$ cat src/rtl/level_countdown_timer.sv
// Per-level countdown timer for the speed-typing game.
// Loads num_char x difficulty budget, ticks down, applies bonus/penalty.
module level_countdown_timer #(
  parameter int unsigned TICK_CYC    = 5_000_000,
  parameter int unsigned TICK_W      = 16,
  parameter int unsigned CHAR_W      = 8,
  parameter int unsigned BUDGET_EASY = 20,
  parameter int unsigned BUDGET_MED  = 10,
  parameter int unsigned BUDGET_HARD = 2,
  parameter int unsigned BONUS       = 5,
  parameter int unsigned PENALTY     = 10,
  parameter int unsigned WARN_TICKS  = 30
) (
  input  logic              clk,
  input  logic              resetn,
  input  logic              start,
  input  logic              abort,
  input  logic [CHAR_W-1:0] num_char,
  input  logic [1:0]        difficulty,
  input  logic              enable,
  input  logic              bonus,
  input  logic              penalty,
  output logic [TICK_W-1:0] time_left,
  output logic              busy,
  output logic              expired,
  output logic              expire_pulse,
  output logic              warn,
  output logic              tick_pulse
);

  localparam int unsigned PS_W =
    (TICK_CYC > 1) ? $clog2(TICK_CYC) : 1;
  localparam int unsigned WW = TICK_W + CHAR_W + 32;
  localparam logic [PS_W-1:0] PS_LOAD = PS_W'(TICK_CYC - 1);
  localparam logic [WW-1:0] T_MAX = WW'({TICK_W{1'b1}});

  typedef enum logic [1:0] {
    S_IDLE,
    S_RUN,
    S_EXP
  } state_t;

  state_t r_state;
  state_t w_state_nxt;

  logic [PS_W-1:0]   r_presc;
  logic [PS_W-1:0]   w_presc_nxt;
  logic [TICK_W-1:0] r_time;
  logic [TICK_W-1:0] w_time_nxt;
  logic              r_exp_pulse;
  logic              r_tick;
  logic              r_warn;
  logic              w_exp_nxt;
  logic              w_warn_nxt;
  logic              w_tick_nxt;
  logic              w_dec;
  logic [31:0]       w_bud;
  logic [WW-1:0]     w_prod;
  logic [WW-1:0]     w_base;
  logic [WW-1:0]     w_bon;
  logic [TICK_W-1:0] w_sub;
  logic [TICK_W-1:0] w_budget;
  logic [TICK_W-1:0] w_pen;
  logic [TICK_W-1:0] w_bon_sat;

  always_comb begin
    unique case (difficulty)
      2'd1:    w_bud = 32'(BUDGET_EASY);
      2'd2:    w_bud = 32'(BUDGET_MED);
      default: w_bud = 32'(BUDGET_HARD);
    endcase
  end

  // Full-width product so large levels clamp instead of wrapping
  assign w_prod   = WW'(num_char) * WW'(w_bud);
  assign w_budget = (w_prod > T_MAX) ? '1
                                     : w_prod[TICK_W-1:0];

  assign w_dec = (r_state == S_RUN) && !abort && !start &&
                 (r_time != '0) && enable &&
                 (r_presc == '0);

  assign w_base    = WW'(r_time) - WW'(w_dec);
  assign w_bon     = w_base + WW'(BONUS);
  assign w_bon_sat = (w_bon > T_MAX) ? '1
                                     : w_bon[TICK_W-1:0];
  assign w_sub     = TICK_W'(w_base - WW'(PENALTY));
  assign w_pen     = (w_base > WW'(PENALTY)) ? w_sub : '0;

  always_ff @(posedge clk or negedge resetn) begin
    if (!resetn) r_state <= S_IDLE;
    else         r_state <= w_state_nxt;
  end

  always_comb begin
    w_state_nxt = r_state;
    if (abort)
      w_state_nxt = S_IDLE;
    else if (start)
      w_state_nxt = S_RUN;
    else if (r_state == S_RUN && r_time == '0)
      w_state_nxt = S_EXP;
  end

  always_comb begin
    w_time_nxt  = r_time;
    w_presc_nxt = r_presc;
    if (abort) begin
      w_time_nxt  = '0;
      w_presc_nxt = '0;
    end else if (start) begin
      w_time_nxt  = w_budget;
      w_presc_nxt = PS_LOAD;
    end else if (r_state == S_RUN) begin
      if (r_time == '0) begin
        w_presc_nxt = '0;
      end else begin
        if (enable)
          w_presc_nxt = w_dec ? PS_LOAD
                              : r_presc - PS_W'(1);
        if (penalty)
          w_time_nxt = w_pen;
        else if (bonus)
          w_time_nxt = w_bon_sat;
        else
          w_time_nxt = w_base[TICK_W-1:0];
      end
    end
  end

  always_comb begin
    w_exp_nxt  = (r_state == S_RUN) &&
                 (w_state_nxt == S_EXP);
    w_warn_nxt = (w_state_nxt == S_RUN) &&
                 (WW'(w_time_nxt) <= WW'(WARN_TICKS));
    w_tick_nxt = w_dec;
  end

  always_ff @(posedge clk or negedge resetn) begin
    if (!resetn) begin
      r_presc     <= '0;
      r_time      <= '0;
      r_exp_pulse <= 1'b0;
      r_tick      <= 1'b0;
      r_warn      <= 1'b0;
    end else begin
      r_presc     <= w_presc_nxt;
      r_time      <= w_time_nxt;
      r_exp_pulse <= w_exp_nxt;
      r_tick      <= w_tick_nxt;
      r_warn      <= w_warn_nxt;
    end
  end

  assign time_left    = r_time;
  assign busy         = (r_state == S_RUN);
  assign expired      = (r_state == S_EXP);
  assign expire_pulse = r_exp_pulse;
  assign warn         = r_warn;
  assign tick_pulse   = r_tick;

endmodule

$ cat config.mk
export PLATFORM = sky130hd
export DESIGN_NAME = level_countdown_timer
export DESIGN_NICKNAME = d
export VERILOG_FILES = /design/src/rtl/level_countdown_timer.sv
export SDC_FILE = /design/constraint.sdc
export NUM_CORES = 1
export LEC_CHECK = 0
export ABC_CLOCK_PERIOD_IN_PS = 6830
export CELL_PAD_IN_SITES_DETAIL_PLACEMENT = 0
export CELL_PAD_IN_SITES_GLOBAL_PLACEMENT = 1
export CORE_UTILIZATION = 43
export CTS_CLUSTER_SIZE = 12
export DETAILED_ROUTE_END_ITERATION = 7
export PLACE_DENSITY_LB_ADDON = 0.2
export SETUP_SLACK_MARGIN = 0.05
export SYNTH_ARGS = -nofsm -noshare
export SYNTH_HDL_FRONTEND = slang
export SYNTH_SLANG_ARGS = --single-unit
export TNS_END_PERCENT = 20
$ cat constraint.sdc
create_clock -name clk -period 6.83 [get_ports clk]
set_input_delay 1.366 -clock clk [delete_from_list [all_inputs] [get_ports clk]]
set_output_delay 1.366 -clock clk [all_outputs]
set_load 0.005 [all_outputs]
==> reports/metrics.cfg <==
[sta]
fin_setup_tns_ps = 0
skew_ps = 8.31
fmax_ghz = 0.164
maxSlewHeadroom_pct = 29.1
finalHoldViolCount = 0
fin_ws_ps = 734
drv_slew = 0
worstMarginPinSlew_ps = 1060
setup_viol = 0
rsz0062_at_grt = false
fin_crit_ps = 6100
min_period_over_period_pct = 89.3

[logic_synthesis]
synth_area_um2 = 5200
ys_types = 81
yosysTopAreaCell = dfrtp_1
seq_area_frac_synth_pct = 21.2
synth_top_area_share_pct = 21.2
synth_enable_flop_cells = 0
yosys-top-cells-area = dfrtp_1 (21%), ha_1 (7.9%), xnor2_1 (5.6%)
synth_cells = 637
ys_dominant_reg_cell = dfrtp_1
yosysWarnings = 0
syn_avg_cell_area_um2 = 8.16
synth_fp_nets = 700
ys_ff_latch = 44
async_flop_share_pct = 100

[clock_network]
cts_resized = 0
clock_path_buffers = 2
clkSinkCount = 44
clockRootBuffer = clkbuf_16
cts_tree = yes
h-tree-depth = 2
worst_skew_pair.late_latency_ps = 290
cts_buffers = 5
clkTransAtPathRegs_ps = 60
post_cts_buffers = 0
hold_buffers = 0

[worst_setup_path]
startpoint = enable
rr_startpoint = r_presc[12]$_DFFE_PN0P_
cp_cell_sequence = clkdlybuf4s50_1 > nand3b_1 > nor4_1 > nand4_1 > nor3_1 > ha_1 > buf_4 > xor2_1 > ha_1 > inv_1 > a22o_1 > a2111oi_2 > nand2_1 > nor2_1 > xnor2_1 > a221oi_1 > a31oi_1 > nor4b_1 > and4_1
end_kind = flop
crit_path_start_kind = input pin
cp_max_fo = 12
critPathKind = input pin to flop
crit_top_cell = ha_1
cpPeakStageDelay_ps = 620
critPathTopFamily = simple AND/OR/NAND/NOR gates
cp_data_required_time_ps = 7050
path_buf_inv = 3
crit_slowest_cell = a2111oi_2
worstPathArrival_ps = 6320

[cells_and_area]
drive_above_1_share_pct = 9.00
antenna_cells = 0
syn2layout_area_growth_pct = 13.5
layout_commonest_cell = nor2_1
finalNetCount = 730
most-common-layout-cells = nor2_1 (50), dfrtp_1 (44), o21ai_0 (42)

[min_path]
hold_path.class = flop to flop
hold_start = r_presc[9]$_DFFE_PN0P_

[power_and_ir_drop]
cellPowerDensity_nw_per_um2 = 181
leakagePower_nw = 2.41
ir_drop_mv = 0.0907

[placed_design]
place_congestion = 0.969
pre_cts_ws_ps = 478
portBuffers = 37
post-dp-hpwl_mm = 11.9

[floorplanning]
core_area_um2 = 11600
chipWidth_um = 112
ios = 38
dieArea_um2 = 12500
row_count = 39
fp.dieH_um = 112
initial_core_util_pct = 44.7

[run_status]
status = finished, violations left
violations = DRC

[grt]
grt_use_total_pct = 25.6
grt_max_degree = 45
grt_pass1_vias = 4744
antenna_found_initial = 0
globalRouteOverflowTotal = 0
grt_pass1_wl_mm = 25.5

[detailed_routing]
drt-met1-wl_mm = 7.23
highest_layer = met4
drc = 4
antenna_left = 0
viasPerCell = 6.27
route.met2.wl_mm = 6.80
wl_met3_mm = 1.10
drt_iter0_drc = 411
wire_per_inst_um = 19.1
drt-pass1-iter-count = 7
wl_mm = 15.5
vias = 5078

[run]
max_cap_violations = 0

-- path summary, 6_finish.rpt --
path / cells past startpoint / endpoint / slack, ps
setup / recovery: 19 / warn$_DFF_PN0_ / 730
hold / removal: 1 / r_presc[9]$_DFFE_PN0P_ / 530
setup reg to reg: 18 / warn$_DFF_PN0_ / 1160
hold reg to reg: 1 / r_presc[9]$_DFFE_PN0P_ / 530
max in group asynchronous: 1 / time_left[5]$_DFF_PN0_ / 4930
min in group asynchronous: 1 / time_left[14]$_DFF_PN0_ / 1260
-- power by group --
part           switching [mW]  total (mW)  internal (mW)
Clock                   0.101       0.234          0.133
Combinational           0.292       0.494          0.202
Sequential             0.0529       0.341          0.288
Total                   0.446        1.07          0.623
-- flip-flops by register name, indices dropped and copies added (netlist names) --
name          count
expire_pulse      1
r_presc          23
r_state           2
tick_pulse        1
time_left        16
warn              1
-- logic make-up (layout without fill, tap and decap cells) --
family,count (synthesis),after routing,share of synthesized area [%]
AND/OR/NAND/NOR,258,258,28.7
AO/OA/AOI/OAI,165,165,21.7
buffers and inverters,65,95,4.96
XOR/XNOR,50,50,8.72
adder cells (fa/ha/maj),47,47,13.1
flip-flops,44,44,21.2
multiplexers,8,8,1.59
-- per-layer routing --
layer | track usage, % | vias up
li1 | - | 2407
met1 | 37.7 | 2440
met2 | 38.5 | 198
met3 | 4.63 | 33
met4 | 6.58 | 0
met5 | 0 | -
-- cells in the mapped netlist, types with 4 or more instances --
cell      instances
buf_2             5
or3_1             9
a31oi_1          11
fa_1             13
o31ai_1           8
or4_1             8
nand2_1          39
o21ai_1           4
nor3_1           24
clkbuf_1         31
mux2i_1           6
nand2b_1          8
xnor2_1          33
a21o_1            8
nand4_1           9
xor2_1           15
a31o_2            4
a22o_1            4
and2_1           26
o21ai_0          42
nand3_1          17
inv_1            28
nor2b_1          10
ha_1             33
nor2_1           50
or2_2             4
a211oi_1          6
a21oi_1          29
nor4_1           16
nand3b_1          7
o21a_1           10
dfrtp_1          44
-- per-stage QoR --
step | hold slack [ps] | instances | utilization (%) | area, um^2 | power (mW)
6_report | 533 | 810 | 50.8 | 5900 | 1.07
4_1_cts | 532 | 810 | 50.8 | 5900 | 1.07
2_1_floorplan | 478 | 637 | - | 5200 | 0.675
5_1_grt | 574 | 810 | 50.8 | 5900 | 1.14
3_5_place_dp | 518 | 803 | 49.6 | 5760 | 0.831
3_3_place_gp | 505 | 803 | 49.6 | 5760 | 0.830
-- cell type report --
type                       count  area, um^2
tap                          143         179
clock buffer                   5         125
timing repair buffer          60         538
sequential                    44        1100
fill                        1157        5720
clock inverter                 2        12.5
multi-input combinational    528        3840
inverter                      28         105
-- worst register-to-register path: cells and delay by family (launching register included) --
kind / cells / cell delay [ps]
AND/OR/NAND/NOR: 8 / 2730
flip-flops: 1 / 440
AO/OA/AOI/OAI: 4 / 1290
buffers and inverters: 2 / 230
XOR/XNOR: 2 / 390
adder cells (fa/ha/maj): 2 / 530
Note: power is estimated with default switching activity, not from simulation.
